[src/rtl/cpu_pkg.sv]
// Shared CPU-side definitions: default bank geometry and the block-move FSM state encoding.
package cpu_pkg;
  localparam int DEF_WIDTH = 16;
  localparam int DEF_DEPTH = 16;

  typedef enum logic [1:0] {
    IDLE   = 2'd0,
    COPY   = 2'd1,
    FINISH = 2'd2
  } move_state_t;
endpackage

[src/rtl/block_move_bank.sv]
// DEPTH x WIDTH register array: synchronous clear, one write port, two combinational read ports.
module block_move_bank #(
  parameter int WIDTH = 16,
  parameter int DEPTH = 16,
  localparam int ADDR_W = $clog2(DEPTH)
) (
  input  logic              clk,
  input  logic              rst_n,
  input  logic              we,
  input  logic [ADDR_W-1:0] waddr,
  input  logic [WIDTH-1:0]  wdata,
  input  logic [ADDR_W-1:0] raddr_a,
  output logic [WIDTH-1:0]  rdata_a,
  input  logic [ADDR_W-1:0] raddr_b,
  output logic [WIDTH-1:0]  rdata_b
);
  logic [WIDTH-1:0] mem [DEPTH];

  always_ff @(posedge clk) begin
    if (!rst_n) begin
      for (int i = 0; i < DEPTH; i++) mem[i] <= '0;
    end else if (we) begin
      mem[waddr] <= wdata;
    end
  end

  assign rdata_a = mem[raddr_a];
  assign rdata_b = mem[raddr_b];
endmodule

[src/rtl/block_move_unit.sv]
// Block-MOV engine: register bank plus a one-word-per-cycle, overlap-safe (memmove) copy FSM.
module block_move_unit
  import cpu_pkg::*;
#(
  parameter int WIDTH = DEF_WIDTH,
  parameter int DEPTH = DEF_DEPTH,
  localparam int ADDR_W = $clog2(DEPTH)
) (
  input  logic              Clock,
  input  logic              ResetN,
  input  logic              WrEn,
  input  logic [ADDR_W-1:0] WrAddr,
  input  logic [WIDTH-1:0]  WrData,
  input  logic [ADDR_W-1:0] RdAddr,
  output logic [WIDTH-1:0]  RdData,
  input  logic              Start,
  input  logic [ADDR_W-1:0] SrcAddr,
  input  logic [ADDR_W-1:0] DstAddr,
  input  logic [ADDR_W:0]   Count,
  output logic              Busy,
  output logic              Done,
  output logic              Error,
  output move_state_t       DbgState
);
  // Handshake: Start is taken only while the FSM is IDLE; Busy covers every cycle the
  // engine owns the bank (COPY and FINISH), and Done (with Error on a rejected range)
  // pulses for exactly one cycle after Busy falls. Writes and Starts seen while Busy are dropped.
  localparam logic [ADDR_W:0] DEPTH_W = DEPTH[ADDR_W:0];

  move_state_t       state;
  logic [ADDR_W-1:0] sptr, dptr;
  logic [ADDR_W:0]   remaining;
  logic              desc, err;

  logic [ADDR_W:0]   src_end, dst_end;
  logic              range_bad, go_desc;
  logic              bank_we;
  logic [ADDR_W-1:0] bank_waddr;
  logic [WIDTH-1:0]  bank_wdata, src_word;

  assign src_end   = {1'b0, SrcAddr} + Count;
  assign dst_end   = {1'b0, DstAddr} + Count;
  assign range_bad = (src_end > DEPTH_W) || (dst_end > DEPTH_W);
  // Copy from the top down when the destination sits above the source, so no word is read after being overwritten.
  assign go_desc   = DstAddr > SrcAddr;

  always_comb begin
    bank_we    = 1'b0;
    bank_waddr = WrAddr;
    bank_wdata = WrData;
    if (state == COPY) begin
      bank_we    = 1'b1;
      bank_waddr = dptr;
      bank_wdata = src_word;
    end else if (state == IDLE) begin
      bank_we    = WrEn;
    end
  end

  block_move_bank #(.WIDTH(WIDTH), .DEPTH(DEPTH)) u_bank (
    .clk     (Clock),
    .rst_n   (ResetN),
    .we      (bank_we),
    .waddr   (bank_waddr),
    .wdata   (bank_wdata),
    .raddr_a (RdAddr),
    .rdata_a (RdData),
    .raddr_b (sptr),
    .rdata_b (src_word)
  );

  always_ff @(posedge Clock) begin
    if (!ResetN) begin
      state     <= IDLE;
      sptr      <= '0;
      dptr      <= '0;
      remaining <= '0;
      desc      <= 1'b0;
      err       <= 1'b0;
      Busy      <= 1'b0;
      Done      <= 1'b0;
      Error     <= 1'b0;
    end else begin
      Done  <= 1'b0;
      Error <= 1'b0;
      case (state)
        IDLE: begin
          if (Start) begin
            err       <= range_bad;
            desc      <= go_desc;
            remaining <= Count;
            Busy      <= 1'b1;
            if (go_desc) begin
              sptr <= SrcAddr + ADDR_W'(Count) - ADDR_W'(1);
              dptr <= DstAddr + ADDR_W'(Count) - ADDR_W'(1);
            end else begin
              sptr <= SrcAddr;
              dptr <= DstAddr;
            end
            if (range_bad || Count == '0) state <= FINISH;
            else                          state <= COPY;
          end
        end
        COPY: begin
          sptr      <= desc ? sptr - ADDR_W'(1) : sptr + ADDR_W'(1);
          dptr      <= desc ? dptr - ADDR_W'(1) : dptr + ADDR_W'(1);
          remaining <= remaining - (ADDR_W+1)'(1);
          if (remaining == (ADDR_W+1)'(1)) state <= FINISH;
        end
        FINISH: begin
          Done  <= 1'b1;
          Error <= err;
          Busy  <= 1'b0;
          state <= IDLE;
        end
        default: begin
          Busy  <= 1'b0;
          state <= IDLE;
        end
      endcase
    end
  end

  assign DbgState = state;
endmodule

[config.mk]
export PLATFORM = sky130hd
export DESIGN_NAME = block_move_unit
export DESIGN_NICKNAME = d
export VERILOG_FILES = /design/src/rtl/cpu_pkg.sv /design/src/rtl/block_move_bank.sv /design/src/rtl/block_move_unit.sv
export SDC_FILE = /design/constraint.sdc
export NUM_CORES = 1
export LEC_CHECK = 0
export CORE_ASPECT_RATIO = 0.9
export CORE_UTILIZATION = 64
export DETAILED_ROUTE_END_ITERATION = 8
export HOLD_SLACK_MARGIN = 0.05
export PLACE_DENSITY = 0.8
export SYNTH_ARGS = -nofsm -noshare
export SYNTH_HDL_FRONTEND = slang
export SYNTH_HIERARCHICAL = 1
export SYNTH_SLANG_ARGS = --single-unit
[constraint.sdc]
create_clock -name Clock -period 7 [get_ports Clock]
set_input_delay 1.4 -clock Clock [delete_from_list [all_inputs] [get_ports Clock]]
set_output_delay 1.4 -clock Clock [all_outputs]
set_load 0.01 [all_outputs]
After elaboration in Yosys (flattened, before gate mapping)
Memories as Yosys holds them, arrays and structs flattened. A register that Yosys moved wholly into a read port is not among the register bits. Cells that the tools add are included.

Memories: 1. RAM bits: 256. Input port bits: 41. Flip-flop bits (word level): 20. Logic and storage cells: 71. Output and inout port bits: 21.

Memories: u_bank.mem (words 16, bits a word 16, read ports 2, clocked after memory_dff 1, wr ports 16, line block_move_bank.sv:17) `logic [WIDTH-1:0] mem [DEPTH];`.

Bitwise operators: 1. Reductions and logical operators: 11. Equal/unequal tests: 5. Add/subtract/negate cells: 11. Muxes and demuxes: 30. Magnitude comparators: 3.

Operators with widths (number): 4-bit 2-to-1 mux (10); 16-bit 2-to-1 mux (2); 4-bit one-hot mux with 2 select lines (2); 16-bit OR reduction (1); 4-bit by 1-bit subtractor with 4-bit output (second input constant) (4); 4-bit by 5-bit adder with 5-bit output (2); 5-bit > comparator (second input constant) (2); 5-bit one-hot mux with 2 select lines (1); 2-bit AND reduction (5); 1-bit 2-to-1 mux (9); 4-bit by 1-bit adder with 4-bit output (second input constant) (2); 4-bit adder (2); 2-bit 2-to-1 mux (3); 5-bit by 1-bit == test with 1-bit output (second input constant) (1); 5-bit zero test (1); 5-bit 2-to-1 mux (1); 5-bit by 1-bit subtractor with 5-bit output (second input constant) (1); 4-bit > comparator (1); 2-bit one-hot mux with 2 select lines (1); 2-bit by 1-bit == test with 1-bit output (second input constant) (1); 2-bit == test (second input constant) (1); 2-bit zero test (1); 1-bit logical OR (2); 2-bit by 1-bit != test with 1-bit output (second input constant) (1); 4 further kinds (4).

Longest topological paths before layout
Gate-level depths: netlist of the first run.

Depth after elaboration: 8. Gate-level depth with buffers: 11. Gate-level depth less buffers: 11.

Cells and area by module
The synthesis of the first run kept the hierarchy.

Modules (own cells, without submodules): block_move_bank (area each 13499.2 µm², sequential area each 7687.4 µm², instances 1, cells an instance 859); block_move_unit (area each 2065.7 µm², sequential area each 400.4 µm², instances 1, cells an instance 282).

Worst setup path after synthesis of the first run
No wires, ideal clock.

Kind: input to output. From: input RdAddr[0]. To: output RdData[10]. Required time: 5600 ps. Setup slack: 2976 ps. Cell stages on the path: 5. Path buffers: 2. Arrival time: 2624 ps. Cell sequence: buf_4 buf_2 mux4_2 a22oi_1 nand2_1.

Longest elaborated chain between the ends: 1.

RTL lines: from (decl) (line block_move_unit.sv:14) `input logic [ADDR_W-1:0] RdAddr,`; memory 16 x 16 bit; to (decl) (line block_move_unit.sv:15) `output logic [WIDTH-1:0] RdData,`.

No other way between the ends.

Final worst setup path of the first run
From: input RdAddr[0]. To: output RdData[15].

Same word-level chain as after synthesis.

==> impl_results.html, run 1 <==
<table>
<tr><th>Metric</th><th>Value</th></tr>
<tr><th colspan="2">Synthesis</th></tr>
<tr><td>Fraction of registers with async set or reset after synthesis</td><td>0%</td></tr>
<tr><td>Proportion of netlist area held by the largest area contributor</td><td>49.39%</td></tr>
<tr><td>Post-Synthesis Net Count</td><td>1214</td></tr>
<tr><td>Part of the Yosys area used for sequential elements</td><td>51.96%</td></tr>
<tr><td>Yosys Warn Count</td><td>6</td></tr>
<tr><td>Leading area contributor after synthesis</td><td>edfxtp_1</td></tr>
<tr><td>Cell area after synthesis</td><td>15560 sq um</td></tr>
<tr><td>Ranking of synthesized cells by area</td><td>edfxtp_1, mux4_2, and2_1</td></tr>
<tr><td>#FFs+latches synth</td><td>276</td></tr>
<tr><td>Cell count after synthesis</td><td>1141</td></tr>
<tr><td>Number of different library cells in the post-synthesis netlist</td><td>60</td></tr>
<tr><td>Number of enable flip-flop cells after synthesis</td><td>256</td></tr>
<tr><td>Most used flip-flop cell after synthesis</td><td>edfxtp_1</td></tr>
<tr><td>Average cell area after synthesis</td><td>13.64 sq um</td></tr>
<tr><th colspan="2">Clock tree</th></tr>
<tr><td>Number of sinks on the clock net</td><td>276</td></tr>
<tr><td>TritonCTS buffer count</td><td>28</td></tr>
<tr><td>CTS hold repair buffers</td><td>0</td></tr>
<tr><td>Clock H-tree levels</td><td>1</td></tr>
<tr><td>Post-CTS Resized</td><td>0</td></tr>
<tr><td>Clock slew seen by the registers of the worst setup and hold paths</td><td>0.06 ns</td></tr>
<tr><td>CTS tree</td><td>done</td></tr>
<tr><td>Post-CTS setup buffer count</td><td>0</td></tr>
<tr><td>Insertion delay of the later-clocked pin in the worst-skew pair</td><td>0.55 ns</td></tr>
<tr><td>CTS Root Cell</td><td>clkbuf_16</td></tr>
<tr><td>Bufs on Longest Clock Path</td><td>3</td></tr>
<tr><th colspan="2">Critical path</th></tr>
<tr><td>Slowest cell on the critical path</td><td>mux4_2</td></tr>
<tr><td>R2r endpoint</td><td>u_bank/mem[0][10]$_SDFFCE_PN0P_</td></tr>
<tr><td>Buffers and inverters on the worst path</td><td>3</td></tr>
<tr><td>Cell repeated most along the worst path</td><td>buf_4</td></tr>
<tr><td>Worst reg2reg startpoint</td><td>DbgState[0]$_SDFFE_PN0P_</td></tr>
<tr><td>Startpoint types</td><td>primary input</td></tr>
<tr><td>Crit path arrival time</td><td>3.97 ns</td></tr>
<tr><td>Delay of the slowest cell on the worst path</td><td>0.53 ns</td></tr>
<tr><td>Setup slack, reg-to-reg</td><td>2.36 ns</td></tr>
<tr><td>Cell type group with the largest total delay on the critical path</td><td>buffers and inverters</td></tr>
<tr><td>Element type at the critical path end</td><td>output pin</td></tr>
<tr><td>Critical path data required time</td><td>5.60 ns</td></tr>
<tr><td>Crit path max fanout</td><td>29</td></tr>
<tr><td>Path type of the worst setup path</td><td>primary input to output pin</td></tr>
<tr><td>Depth of the most critical reg-to-reg path</td><td>7</td></tr>
<tr><td>Worst path cell trace</td><td>buf_4, buf_4, mux4_2, a22oi_1, nand2_1, clkdlybuf4s50_1</td></tr>
<tr><th colspan="2">GRT</th></tr>
<tr><td>Antenna violations before repair</td><td>0</td></tr>
<tr><td>Global routing usage on met3</td><td>6.586%</td></tr>
<tr><td>Met1 usage</td><td>45.12%</td></tr>
<tr><td>Global-route wire length before repair</td><td>63720 um</td></tr>
<tr><td>Total congestion overflow</td><td>0</td></tr>
<tr><td>Largest net degree at the start of global routing</td><td>65</td></tr>
<tr><td>Gr usage total</td><td>35.29%</td></tr>
<tr><td>Grt peak-use layer</td><td>met2</td></tr>
<tr><td>Vias in the first global route</td><td>10600</td></tr>
<tr><td>Global-route track usage on met2</td><td>58.93%</td></tr>
<tr><th colspan="2">Place</th></tr>
<tr><td>Placed cell area</td><td>16380 sq um</td></tr>
<tr><td>Placer's final routability congestion estimate</td><td>0.8697</td></tr>
<tr><td>Detailed placement HPWL</td><td>25680 um</td></tr>
<tr><td>IO Port Bufs</td><td>61</td></tr>
<tr><th colspan="2">Status</th></tr>
<tr><td>Result of the run</td><td>complete, but fails checks</td></tr>
<tr><td>Failing checks</td><td>design-rule violations</td></tr>
<tr><th colspan="2">Pwr</th></tr>
<tr><td>Internal power contribution</td><td>3.091 mW</td></tr>
<tr><td>Net switching power figure</td><td>1.173 mW</td></tr>
<tr><td>Switching portion of total power</td><td>27.50%</td></tr>
<tr><td>Leak pwr</td><td>6.360 nW</td></tr>
<tr><td>Clock network fraction of design power</td><td>33.6%</td></tr>
<tr><td>Post-route total power</td><td>4.264 mW</td></tr>
<tr><td>Power Dens Cells</td><td>247.2 nW/um^2</td></tr>
<tr><td>Relative contribution of combinational cells to total power</td><td>19.7%</td></tr>
<tr><td>Register share of total power</td><td>46.7%</td></tr>
<tr><td>Worst vdd rail ir drop</td><td>0.1895 mV</td></tr>
<tr><th colspan="2">Cells and area</th></tr>
<tr><td>Diode insertion count for antenna repair</td><td>0</td></tr>
<tr><td>Area Overhead vs Synth</td><td>10.84%</td></tr>
<tr><td>Top library cells by usage in the layout, fill and taps aside</td><td>and2_1, edfxtp_1, mux4_2</td></tr>
<tr><td>Utilization after layout</td><td>73.08%</td></tr>
<tr><td>Commonest non-fill, non-tap cell in the layout</td><td>and2_1</td></tr>
<tr><td>Final Cell Area</td><td>17250 sq um</td></tr>
<tr><td>Net count reported at finish</td><td>1242</td></tr>
<tr><td>Layout cells sized above 1</td><td>19.87%</td></tr>
<tr><th colspan="2">Floorplanning</th></tr>
<tr><td>Die Area</td><td>24950 sq um</td></tr>
<tr><td>X dimension of the die</td><td>166.4 um</td></tr>
<tr><td>Floorplan Core Area</td><td>23610 sq um</td></tr>
<tr><td>Starting Density</td><td>65.93%</td></tr>
<tr><td>Placement row count</td><td>53</td></tr>
<tr><td>Ports placed on the boundary</td><td>62</td></tr>
<tr><td>Die extent in y</td><td>149.9 um</td></tr>
<tr><th colspan="2">Timing</th></tr>
<tr><td>Post-route fraction of the period consumed by the critical path</td><td>76.69%</td></tr>
<tr><td>Worst hold slack after final layout</td><td>0.4594 ns</td></tr>
<tr><td>Slew of the pin with the lowest slew margin</td><td>1.246 ns</td></tr>
<tr><td>Hold Vio Cnt, Final</td><td>0</td></tr>
<tr><td>Summed negative setup slack over all endpoints</td><td>0 ns</td></tr>
<tr><td>Fmax achieved</td><td>186.3 MHz</td></tr>
<tr><td>Worst slew slack as a fraction of its limit</td><td>16.92%</td></tr>
<tr><td>Setup repair after global routing missed its margin</td><td>no</td></tr>
<tr><td>Setup violations, final</td><td>0</td></tr>
<tr><td>Time the final worst path needs with I/O delays and setup</td><td>5.368 ns</td></tr>
<tr><td>Max Clock Skew</td><td>0.02569 ns</td></tr>
<tr><td>Max-slew violation count</td><td>0</td></tr>
<tr><th colspan="2">Worst hold path</th></tr>
<tr><td>Hold endpoint</td><td>Error$_SDFF_PN0_</td></tr>
<tr><td>Class of the tightest hold or removal check</td><td>flip-flop to flip-flop</td></tr>
<tr><td>Worst hold path stage count</td><td>1</td></tr>
<tr><td>Worst min-delay path startpoint</td><td>err$_SDFFE_PN0P_</td></tr>
<tr><th colspan="2">Route</th></tr>
<tr><td>First-pass detailed-route iteration total</td><td>8</td></tr>
<tr><td>DR DRC count</td><td>3</td></tr>
<tr><td>Via-to-Cell Ratio</td><td>7.013</td></tr>
<tr><td>Wirelength per Cell</td><td>28.58 um</td></tr>
<tr><td>Number of antenna-violating nets in the routed design</td><td>0</td></tr>
<tr><td>Routed wire length</td><td>42590 um</td></tr>
<tr><td>Overall via count from detail_route</td><td>10450</td></tr>
<tr><td>Iter 0 DRT Violations</td><td>1484</td></tr>
<tr><th colspan="2">Flow run</th></tr>
<tr><td>Max-Cap Viols</td><td>0</td></tr>
</table>
[synth_stat cells (all sizes together) (2+ instances only)]
cell type and instances:
o221ai 4, o22ai 2, mux4 128, o211ai 3, mux2i 3, xor2 3
a21oi 21, inv 26, a211oi 2, a21o 3, nand3 3, nor2 31
nand3b 2, edfxtp 256, nand2b 8, buf 34, and2 260, o21ai 29
nand4b 3, clkbuf 54, a22oi 64, dfxtp 20, a22o 2, fa 6
xnor2 11, ha 26, nand2 101, a31oi 2, nor2b 11, nor3 6
mux2 4
[kinds of logic after synthesis]
kind of cell,count (synthesis),synth area share [%]
and+or+nand+nor,433,16.21
DFF,276,51.96
AOI/OAI and AO/OA,137,5.965
muxes,135,19.00
buffers and inverters,114,3.207
adders and majority gates,32,2.862
xor gates and xnor gates,14,0.7878
[power groups by stage]
stage	Combinational (mW)	Sequential (mW)	Clock, mW
2_1_floorplan	0.610	1.96	0
3_3_place_gp	0.808	2.01	0
3_5_place_dp	0.821	2.02	0
4_1_cts	0.827	1.99	1.44
5_1_grt	0.889	2.00	1.50
6_report	0.839	1.99	1.43
[per-layer routing]
layer | vias up | share of wire, %
met3 | 159 | 11
met5 | - | 0
met1 | 5216 | 36
met2 | 726 | 48
li1 | 4348 | -
met4 | 0 | 4.9
[state kept, by name, indices dropped and copies added, names as in the netlist, 2 cells and up]
register	cells
dptr	4
remaining	5
DbgState	2
u_bank/mem	256
sptr	4
[worst max path at each step]
stage                         start  cells after the start  slack (ns)    endpoint
after floorplan           RdAddr[0]                      5        2.98  RdData[10]
after global placement    RdAddr[0]                      6        1.72  RdData[15]
after detailed placement  RdAddr[0]                      6        1.69  RdData[15]
final                     RdAddr[0]                      6        1.63  RdData[15]
after CTS                 RdAddr[0]                      6        1.66  RdData[15]
after global routing      RdAddr[0]                      6        1.51  RdData[15]
[worst register-to-register path, delay by kind of cell (launching register included)]
kind | cells | cell delay (ns)
flip-flops | 1 | 0.74
buffers and inverters | 1 | 0.42
AND/OR/NAND/NOR | 6 | 3.08
[final cells by class]
cell class,instances,area [sq um]
Clock buffer,35,748.2
Clock inverter,14,120.1
Fill cell,1498,6356
Inverter,26,97.59
Multi-Input combinational cell,751,7017
Sequential cell,276,8093
Tap cell,302,377.9
Timing Repair Buffer,86,798.3
[per-stage QoR]
stage / setup slack (ns) / instances
6_report: 1.632 / 1490
3_5_place_dp: 1.686 / 1441
5_1_grt: 1.515 / 1490
4_1_cts: 1.660 / 1490
3_3_place_gp: 1.717 / 1441
2_1_floorplan: 2.976 / 1141
Note: power is estimated with default switching activity, not from simulation.
==> run 2, diff against run 1 <==
- CORE_UTILIZATION: 64 -> 56
- PLACE_DENSITY: 0.8 -> 0.74
- clock period: 7 -> 4.8 ns (I/O delays scaled with it)
==> run 2 against run 1 <==
Clock skew grew 0.00097 ns; critical path type unchanged; register-to-register slack worse by 1.1 ns; highest routed layer unchanged; clock-buffer cell count down 1; critical endpoint is now RdData[0]; the flow now finishes without violations.
==> impl_results.html, run 2 (synthesized netlist as in run 1, its figures left out) <==
<table>
<tr><th>Metric</th><th>Value</th></tr>
<tr><th colspan="2">Critical path</th></tr>
<tr><td>Crit path max fanout</td><td>18</td></tr>
<tr><td>Startpoint types</td><td>primary input</td></tr>
<tr><td>Critical path data required time</td><td>3.84 ns</td></tr>
<tr><td>Cell type group with the largest total delay on the critical path</td><td>buffers and inverters</td></tr>
<tr><td>Slowest cell on the critical path</td><td>mux4_2</td></tr>
<tr><td>Setup slack, reg-to-reg</td><td>1.23 ns</td></tr>
<tr><td>Buffers and inverters on the worst path</td><td>3</td></tr>
<tr><td>Delay of the slowest cell on the worst path</td><td>0.55 ns</td></tr>
<tr><td>Worst path cell trace</td><td>buf_4, buf_4, mux4_2, a22oi_1, nand2_1, clkdlybuf4s50_1</td></tr>
<tr><td>Cell repeated most along the worst path</td><td>buf_4</td></tr>
<tr><td>Element type at the critical path end</td><td>output pin</td></tr>
<tr><td>Crit path arrival time</td><td>3.17 ns</td></tr>
<tr><td>Path type of the worst setup path</td><td>primary input to output pin</td></tr>
<tr><th colspan="2">Cells and area</th></tr>
<tr><td>Area Overhead vs Synth</td><td>14.25%</td></tr>
<tr><td>Net count reported at finish</td><td>1269</td></tr>
<tr><td>Commonest non-fill, non-tap cell in the layout</td><td>and2_1</td></tr>
<tr><td>Top library cells by usage in the layout, fill and taps aside</td><td>and2_1, edfxtp_1, mux4_2</td></tr>
<tr><td>Filler Cell Count</td><td>1932</td></tr>
<tr><td>Register with the most flip-flops</td><td>u_bank/mem</td></tr>
<tr><td>Max FFs per register</td><td>256</td></tr>
<tr><td>Registers with the highest flip-flop counts</td><td>u_bank/mem: 256 flops, remaining: 5 flops</td></tr>
<tr><td>Diode insertion count for antenna repair</td><td>0</td></tr>
<tr><td>Layout cells sized above 1</td><td>22.13%</td></tr>
<tr><th colspan="2">Floorplanning</th></tr>
<tr><td>Placement row count</td><td>57</td></tr>
<tr><td>Floorplan Core Area</td><td>27170 sq um</td></tr>
<tr><td>X dimension of the die</td><td>177.7 um</td></tr>
<tr><td>Die extent in y</td><td>160.2 um</td></tr>
<tr><td>Die Area</td><td>28470 sq um</td></tr>
<tr><td>Ports placed on the boundary</td><td>62</td></tr>
<tr><td>Starting Density</td><td>57.28%</td></tr>
<tr><th colspan="2">Route</th></tr>
<tr><td>Overall via count from detail_route</td><td>10350</td></tr>
<tr><td>DR DRC count</td><td>0</td></tr>
<tr><td>Iter 0 DRT Violations</td><td>1142</td></tr>
<tr><td>Number of antenna-violating nets in the routed design</td><td>0</td></tr>
<tr><td>Routed wire length</td><td>42990 um</td></tr>
<tr><td>Wirelength per Cell</td><td>27.31 um</td></tr>
<tr><td>Via-to-Cell Ratio</td><td>6.574</td></tr>
<tr><td>First-pass detailed-route iteration total</td><td>5</td></tr>
<tr><th colspan="2">GRT</th></tr>
<tr><td>Total congestion overflow</td><td>0</td></tr>
<tr><td>Vias in the first global route</td><td>10560</td></tr>
<tr><td>Largest net degree at the start of global routing</td><td>67</td></tr>
<tr><td>Antenna violations before repair</td><td>0</td></tr>
<tr><td>Gr usage total</td><td>31.41%</td></tr>
<tr><td>Global-route wire length before repair</td><td>64620 um</td></tr>
<tr><th colspan="2">Clock tree</th></tr>
<tr><td>Number of sinks on the clock net</td><td>276</td></tr>
<tr><td>CTS tree</td><td>done</td></tr>
<tr><td>Insertion delay of the later-clocked pin in the worst-skew pair</td><td>0.58 ns</td></tr>
<tr><td>Post-CTS Resized</td><td>0</td></tr>
<tr><td>Bufs on Longest Clock Path</td><td>3</td></tr>
<tr><td>Clock slew seen by the registers of the worst setup and hold paths</td><td>0.06 ns</td></tr>
<tr><td>CTS Root Cell</td><td>clkbuf_16</td></tr>
<tr><td>Clock H-tree levels</td><td>1</td></tr>
<tr><td>Post-CTS setup buffer count</td><td>0</td></tr>
<tr><td>CTS hold repair buffers</td><td>0</td></tr>
<tr><td>TritonCTS buffer count</td><td>30</td></tr>
<tr><th colspan="2">Pwr</th></tr>
<tr><td>Internal power contribution</td><td>4.955 mW</td></tr>
<tr><td>Leak pwr</td><td>6.611 nW</td></tr>
<tr><td>Power Dens Cells</td><td>379.7 nW/um^2</td></tr>
<tr><td>Register share of total power</td><td>43.1%</td></tr>
<tr><td>Worst vdd rail ir drop</td><td>0.2582 mV</td></tr>
<tr><td>Switching portion of total power</td><td>26.62%</td></tr>
<tr><td>Relative contribution of combinational cells to total power</td><td>18.3%</td></tr>
<tr><td>Clock network fraction of design power</td><td>38.6%</td></tr>
<tr><td>Net switching power figure</td><td>1.798 mW</td></tr>
<tr><th colspan="2">Timing</th></tr>
<tr><td>Setup violations, final</td><td>0</td></tr>
<tr><td>Worst hold slack after final layout</td><td>0.4670 ns</td></tr>
<tr><td>Slew of the pin with the lowest slew margin</td><td>1.283 ns</td></tr>
<tr><td>Worst slew slack as a fraction of its limit</td><td>14.48%</td></tr>
<tr><td>Post-route fraction of the period consumed by the critical path</td><td>86.03%</td></tr>
<tr><td>Setup repair after global routing missed its margin</td><td>no</td></tr>
<tr><td>Hold Vio Cnt, Final</td><td>0</td></tr>
<tr><td>Summed negative setup slack over all endpoints</td><td>0 ns</td></tr>
<tr><td>Fmax achieved</td><td>242.2 MHz</td></tr>
<tr><td>Time the final worst path needs with I/O delays and setup</td><td>4.130 ns</td></tr>
<tr><td>Max-slew violation count</td><td>0</td></tr>
<tr><td>Max Clock Skew</td><td>0.02666 ns</td></tr>
<tr><th colspan="2">Place</th></tr>
<tr><td>Placer's final routability congestion estimate</td><td>0.8474</td></tr>
<tr><td>Detailed placement HPWL</td><td>26260 um</td></tr>
<tr><td>IO Port Bufs</td><td>61</td></tr>
<tr><th colspan="2">Worst hold path</th></tr>
<tr><td>Class of the tightest hold or removal check</td><td>flip-flop to flip-flop</td></tr>
<tr><th colspan="2">Flow run</th></tr>
<tr><td>Max-Cap Viols</td><td>0</td></tr>
<tr><th colspan="2">Status</th></tr>
<tr><td>Result of the run</td><td>finished clean</td></tr>
</table>
## run 2: changes by cell type in the layout (fill, tap and decap cells not counted), moves of 2 or more
cell,before,now
buf_4,25,49
bufinv_16,2,9
o21ai_1,14,8
o21ai_2,6,12
clkinv_1,2,7
clkinv_2,9,4
clkbuf_1,6,4
## run 2: worst paths after layout
path,from,endpoint,cells past startpoint
min,err$_SDFFE_PN0P_,Error$_SDFF_PN0_,1
max reg2reg,DbgState[1]$_SDFFE_PN0P_,u_bank/mem[14][11]$_SDFFCE_PN0P_,9
max,RdAddr[0],RdData[0],6
min reg2reg,err$_SDFFE_PN0P_,Error$_SDFF_PN0_,1
## run 2: final cells by class
class,instances,area (sq um),area share [%]
tap,354,442.9,2.491
multi-input combinational,751,7025,39.51
clock inverter,22,357.8,2.012
timing repair buffer,111,998.5,5.615
inverter,26,97.59,0.5488
sequential,276,8095,45.52
clock buffer,34,765.7,4.306
## run 2: power groups by stage
| stage | clock [mW] | sequential, mW | combinational (mW) |
|---|---|---|---|
| finish | 2.61 | 2.91 | 1.23 |
| global route | 2.72 | 2.93 | 1.31 |
| CTS | 2.62 | 2.91 | 1.22 |
| detailed placement | 0 | 2.96 | 1.21 |
| global placement | 0 | 2.95 | 1.20 |
| floorplan | 0 | 2.86 | 0.889 |
## run 2: worst reg2reg max path, delay by kind of cell, from the launching register on
kind            cells  cell delay (ns)
buf+inv             3             0.90
simple gates        5             1.48
flops               1             0.60
compound gates      1             0.46
## run 2: layer usage
layer	track usage, %	up-vias	share of wire [%]
li1	-	4406	-
met1	43.95	5172	38
met2	48.79	657	46
met3	5.905	112	11
met4	12.59	0	4.4
met5	0	-	0
## run 2: metrics by stage
| step | instances | util [%] | area [sq um] | total power [mW] | worst slack, ns |
|---|---|---|---|---|---|
| after detailed placement | 1518 | 61.31 | 16660 | 4.173 | 0.6871 |
| after floorplan | 1141 | - | 15560 | 3.748 | 1.401 |
| after CTS | 1574 | 65.45 | 17780 | 6.755 | 0.6848 |
| final | 1574 | 65.45 | 17780 | 6.753 | 0.6704 |
| after global placement | 1518 | 61.31 | 16660 | 4.150 | 0.7061 |
| after global routing | 1574 | 65.45 | 17780 | 6.963 | 0.5895 |
==> run 3, diff against run 2 <==
- CORE_MARGIN: default -> 8
- GPL_ROUTABILITY_DRIVEN: default -> 0
- GPL_TIMING_DRIVEN: default -> 0
==> run 3 against run 2 <==
Critical endpoint is now RdData[10]; sequential cell count unchanged; first-iteration DRC count decreased by 16%; largest power group unchanged; clock power decreased by 19%; critical path depth unchanged; utilization decreased by 1.5 points; design area decreased by 0.65%; routed wire length decreased by 6.9%.
==> impl_results.html, run 3 (synthesized netlist as in run 1, its figures left out) <==
<table>
<tr><th>Metric</th><th>Value</th></tr>
<tr><th colspan="2">Cells and area</th></tr>
<tr><td>Net count reported at finish</td><td>1314</td></tr>
<tr><td>Max FFs per register</td><td>256</td></tr>
<tr><td>Top library cells by usage in the layout, fill and taps aside</td><td>and2_1, edfxtp_1, mux4_2</td></tr>
<tr><td>Area Overhead vs Synth</td><td>13.50%</td></tr>
<tr><td>Register Area</td><td>8088 sq um</td></tr>
<tr><td>Utilization after layout</td><td>63.90%</td></tr>
<tr><td>Diode insertion count for antenna repair</td><td>0</td></tr>
<tr><td>Layout cells sized above 1</td><td>20.21%</td></tr>
<tr><td>Registers with the highest flip-flop counts</td><td>u_bank/mem: 256 flops, remaining: 5 flops</td></tr>
<tr><td>Final Cell Area</td><td>17670 sq um</td></tr>
<tr><td>Commonest non-fill, non-tap cell in the layout</td><td>and2_1</td></tr>
<tr><td>Register with the most flip-flops</td><td>u_bank/mem</td></tr>
<tr><td>Area taken by multi-input logic gates</td><td>7019 sq um</td></tr>
<tr><td>Filler Cell Count</td><td>2034</td></tr>
<tr><th colspan="2">Timing</th></tr>
<tr><td>Slew of the pin with the lowest slew margin</td><td>1.164 ns</td></tr>
<tr><td>Setup violations, final</td><td>0</td></tr>
<tr><td>Post-route fraction of the period consumed by the critical path</td><td>96.48%</td></tr>
<tr><td>Max Clock Skew</td><td>0.02326 ns</td></tr>
<tr><td>Hold Vio Cnt, Final</td><td>0</td></tr>
<tr><td>Setup repair after global routing missed its margin</td><td>no</td></tr>
<tr><td>Worst slew slack as a fraction of its limit</td><td>22.38%</td></tr>
<tr><td>Max-slew violation count</td><td>0</td></tr>
<tr><td>Time the final worst path needs with I/O delays and setup</td><td>4.631 ns</td></tr>
<tr><td>Fmax achieved</td><td>215.9 MHz</td></tr>
<tr><th colspan="2">Floorplanning</th></tr>
<tr><td>Ports placed on the boundary</td><td>62</td></tr>
<tr><td>Placement row count</td><td>58</td></tr>
<tr><td>Die extent in y</td><td>174.2 um</td></tr>
<tr><td>Floorplan Core Area</td><td>27650 sq um</td></tr>
<tr><td>X dimension of the die</td><td>191.7 um</td></tr>
<tr><td>Starting Density</td><td>56.29%</td></tr>
<tr><td>Die Area</td><td>33390 sq um</td></tr>
<tr><th colspan="2">Pwr</th></tr>
<tr><td>Leak pwr</td><td>6.537 nW</td></tr>
<tr><td>Worst vdd rail ir drop</td><td>0.2558 mV</td></tr>
<tr><td>Power Dens Cells</td><td>355.2 nW/um^2</td></tr>
<tr><th colspan="2">Place</th></tr>
<tr><td>IO Port Bufs</td><td>59</td></tr>
<tr><td>Placed cell area</td><td>16790 sq um</td></tr>
<tr><td>Detailed placement HPWL</td><td>29340 um</td></tr>
<tr><th colspan="2">GRT</th></tr>
<tr><td>Largest net degree at the start of global routing</td><td>17</td></tr>
<tr><td>Vias in the first global route</td><td>10380</td></tr>
<tr><td>Antenna violations before repair</td><td>1</td></tr>
<tr><td>Total congestion overflow</td><td>0</td></tr>
<tr><td>Global-route wire length before repair</td><td>60570 um</td></tr>
<tr><td>Gr usage total</td><td>23.98%</td></tr>
<tr><th colspan="2">Route</th></tr>
<tr><td>Via-to-Cell Ratio</td><td>6.244</td></tr>
<tr><td>Iter 0 DRT Violations</td><td>955</td></tr>
<tr><td>DR DRC count</td><td>0</td></tr>
<tr><td>Overall via count from detail_route</td><td>10130</td></tr>
<tr><td>Number of antenna-violating nets in the routed design</td><td>0</td></tr>
<tr><td>Routed wire length</td><td>40020 um</td></tr>
<tr><td>First-pass detailed-route iteration total</td><td>5</td></tr>
<tr><td>Wirelength per Cell</td><td>24.67 um</td></tr>
<tr><th colspan="2">Clock tree</th></tr>
<tr><td>TritonCTS buffer count</td><td>29</td></tr>
<tr><td>Clock slew seen by the registers of the worst setup and hold paths</td><td>0.06 ns</td></tr>
<tr><td>Number of sinks on the clock net</td><td>276</td></tr>
<tr><td>Post-CTS Resized</td><td>0</td></tr>
<tr><td>Bufs on Longest Clock Path</td><td>3</td></tr>
<tr><td>Clock H-tree levels</td><td>1</td></tr>
<tr><td>CTS hold repair buffers</td><td>0</td></tr>
<tr><td>CTS Root Cell</td><td>clkbuf_16</td></tr>
<tr><td>Post-CTS setup buffer count</td><td>0</td></tr>
<tr><td>CTS tree</td><td>done</td></tr>
<tr><td>Insertion delay of the later-clocked pin in the worst-skew pair</td><td>0.55 ns</td></tr>
<tr><th colspan="2">Critical path</th></tr>
<tr><td>Startpoint types</td><td>primary input</td></tr>
<tr><td>Element type at the critical path end</td><td>output pin</td></tr>
<tr><td>Crit path max fanout</td><td>10</td></tr>
<tr><td>Path type of the worst setup path</td><td>primary input to output pin</td></tr>
<tr><td>Setup slack, reg-to-reg</td><td>1.06 ns</td></tr>
<tr><td>Critical path data required time</td><td>3.84 ns</td></tr>
<tr><td>Crit path arrival time</td><td>3.67 ns</td></tr>
<tr><th colspan="2">Worst hold path</th></tr>
<tr><td>Class of the tightest hold or removal check</td><td>flip-flop to flip-flop</td></tr>
<tr><th colspan="2">Flow run</th></tr>
<tr><td>Max-Cap Viols</td><td>0</td></tr>
<tr><th colspan="2">Status</th></tr>
<tr><td>Result of the run</td><td>finished clean</td></tr>
</table>
## run 3: path summary, 6_finish.rpt
kind | from | end | depth (start not counted)
hold reg to reg | err$_SDFFE_PN0P_ | Error$_SDFF_PN0_ | 1
setup reg to reg | DbgState[0]$_SDFFE_PN0P_ | u_bank/mem[4][8]$_SDFFCE_PN0P_ | 6
hold / removal | err$_SDFFE_PN0P_ | Error$_SDFF_PN0_ | 1
setup / recovery | RdAddr[2] | RdData[10] | 6
## run 3: layout make-up
| type | count | share of cell area [%] |
|---|---|---|
| plain buffers | 88 | 2.273 |
| clock buffers | 35 | 4.235 |
| clock inverters | 17 | 0.7295 |
| inverters | 26 | 0.5524 |
| multi-input cells | 751 | 39.73 |
| flip-flops and latches | 276 | 45.78 |
| well taps | 360 | 2.550 |
| repair buffers | 69 | 4.150 |
## run 3: critical path, cell delays in order
cell and delay, ns:
clkdlybuf4s50_1 0.46, nor2_1 0.65, clkbuf_1 0.63, a22oi_1 0.28, nand2_1 0.14, clkdlybuf4s50_1 0.54
## run 3: where the power goes
part	switching [mW]	internal (mW)	leakage, nW
registers	0.0752	2.76	2.81
logic	0.759	0.574	3.29
clock network	0.898	1.21	0.433
total	1.73	4.54	6.54
## run 3: metrics by stage
stage               total power, mW  setup slack (ns)  TNS [ns]  hold slack [ns]  instances
floorplan                     3.748             1.401         0           0.4242       1141
global placement              4.153           -0.6616    -51.21           0.4573       1560
detailed placement            4.193            0.2738         0           0.4401       1570
CTS                           6.280            0.2697         0           0.4579       1622
global route                  6.491            0.1368         0           0.4714       1622
finish                        6.275            0.1690         0           0.4518       1622
## run 3: layer usage
| layer | global-route usage, % | vias to the layer above | part of all wire (%) |
|---|---|---|---|
| li1 | - | 4495 | - |
| met1 | 31.40 | 5089 | 39 |
| met2 | 39.43 | 472 | 48 |
| met3 | 5.509 | 69 | 10 |
| met4 | 7.115 | 2 | 2.8 |
| met5 | 0 | - | 0.032 |
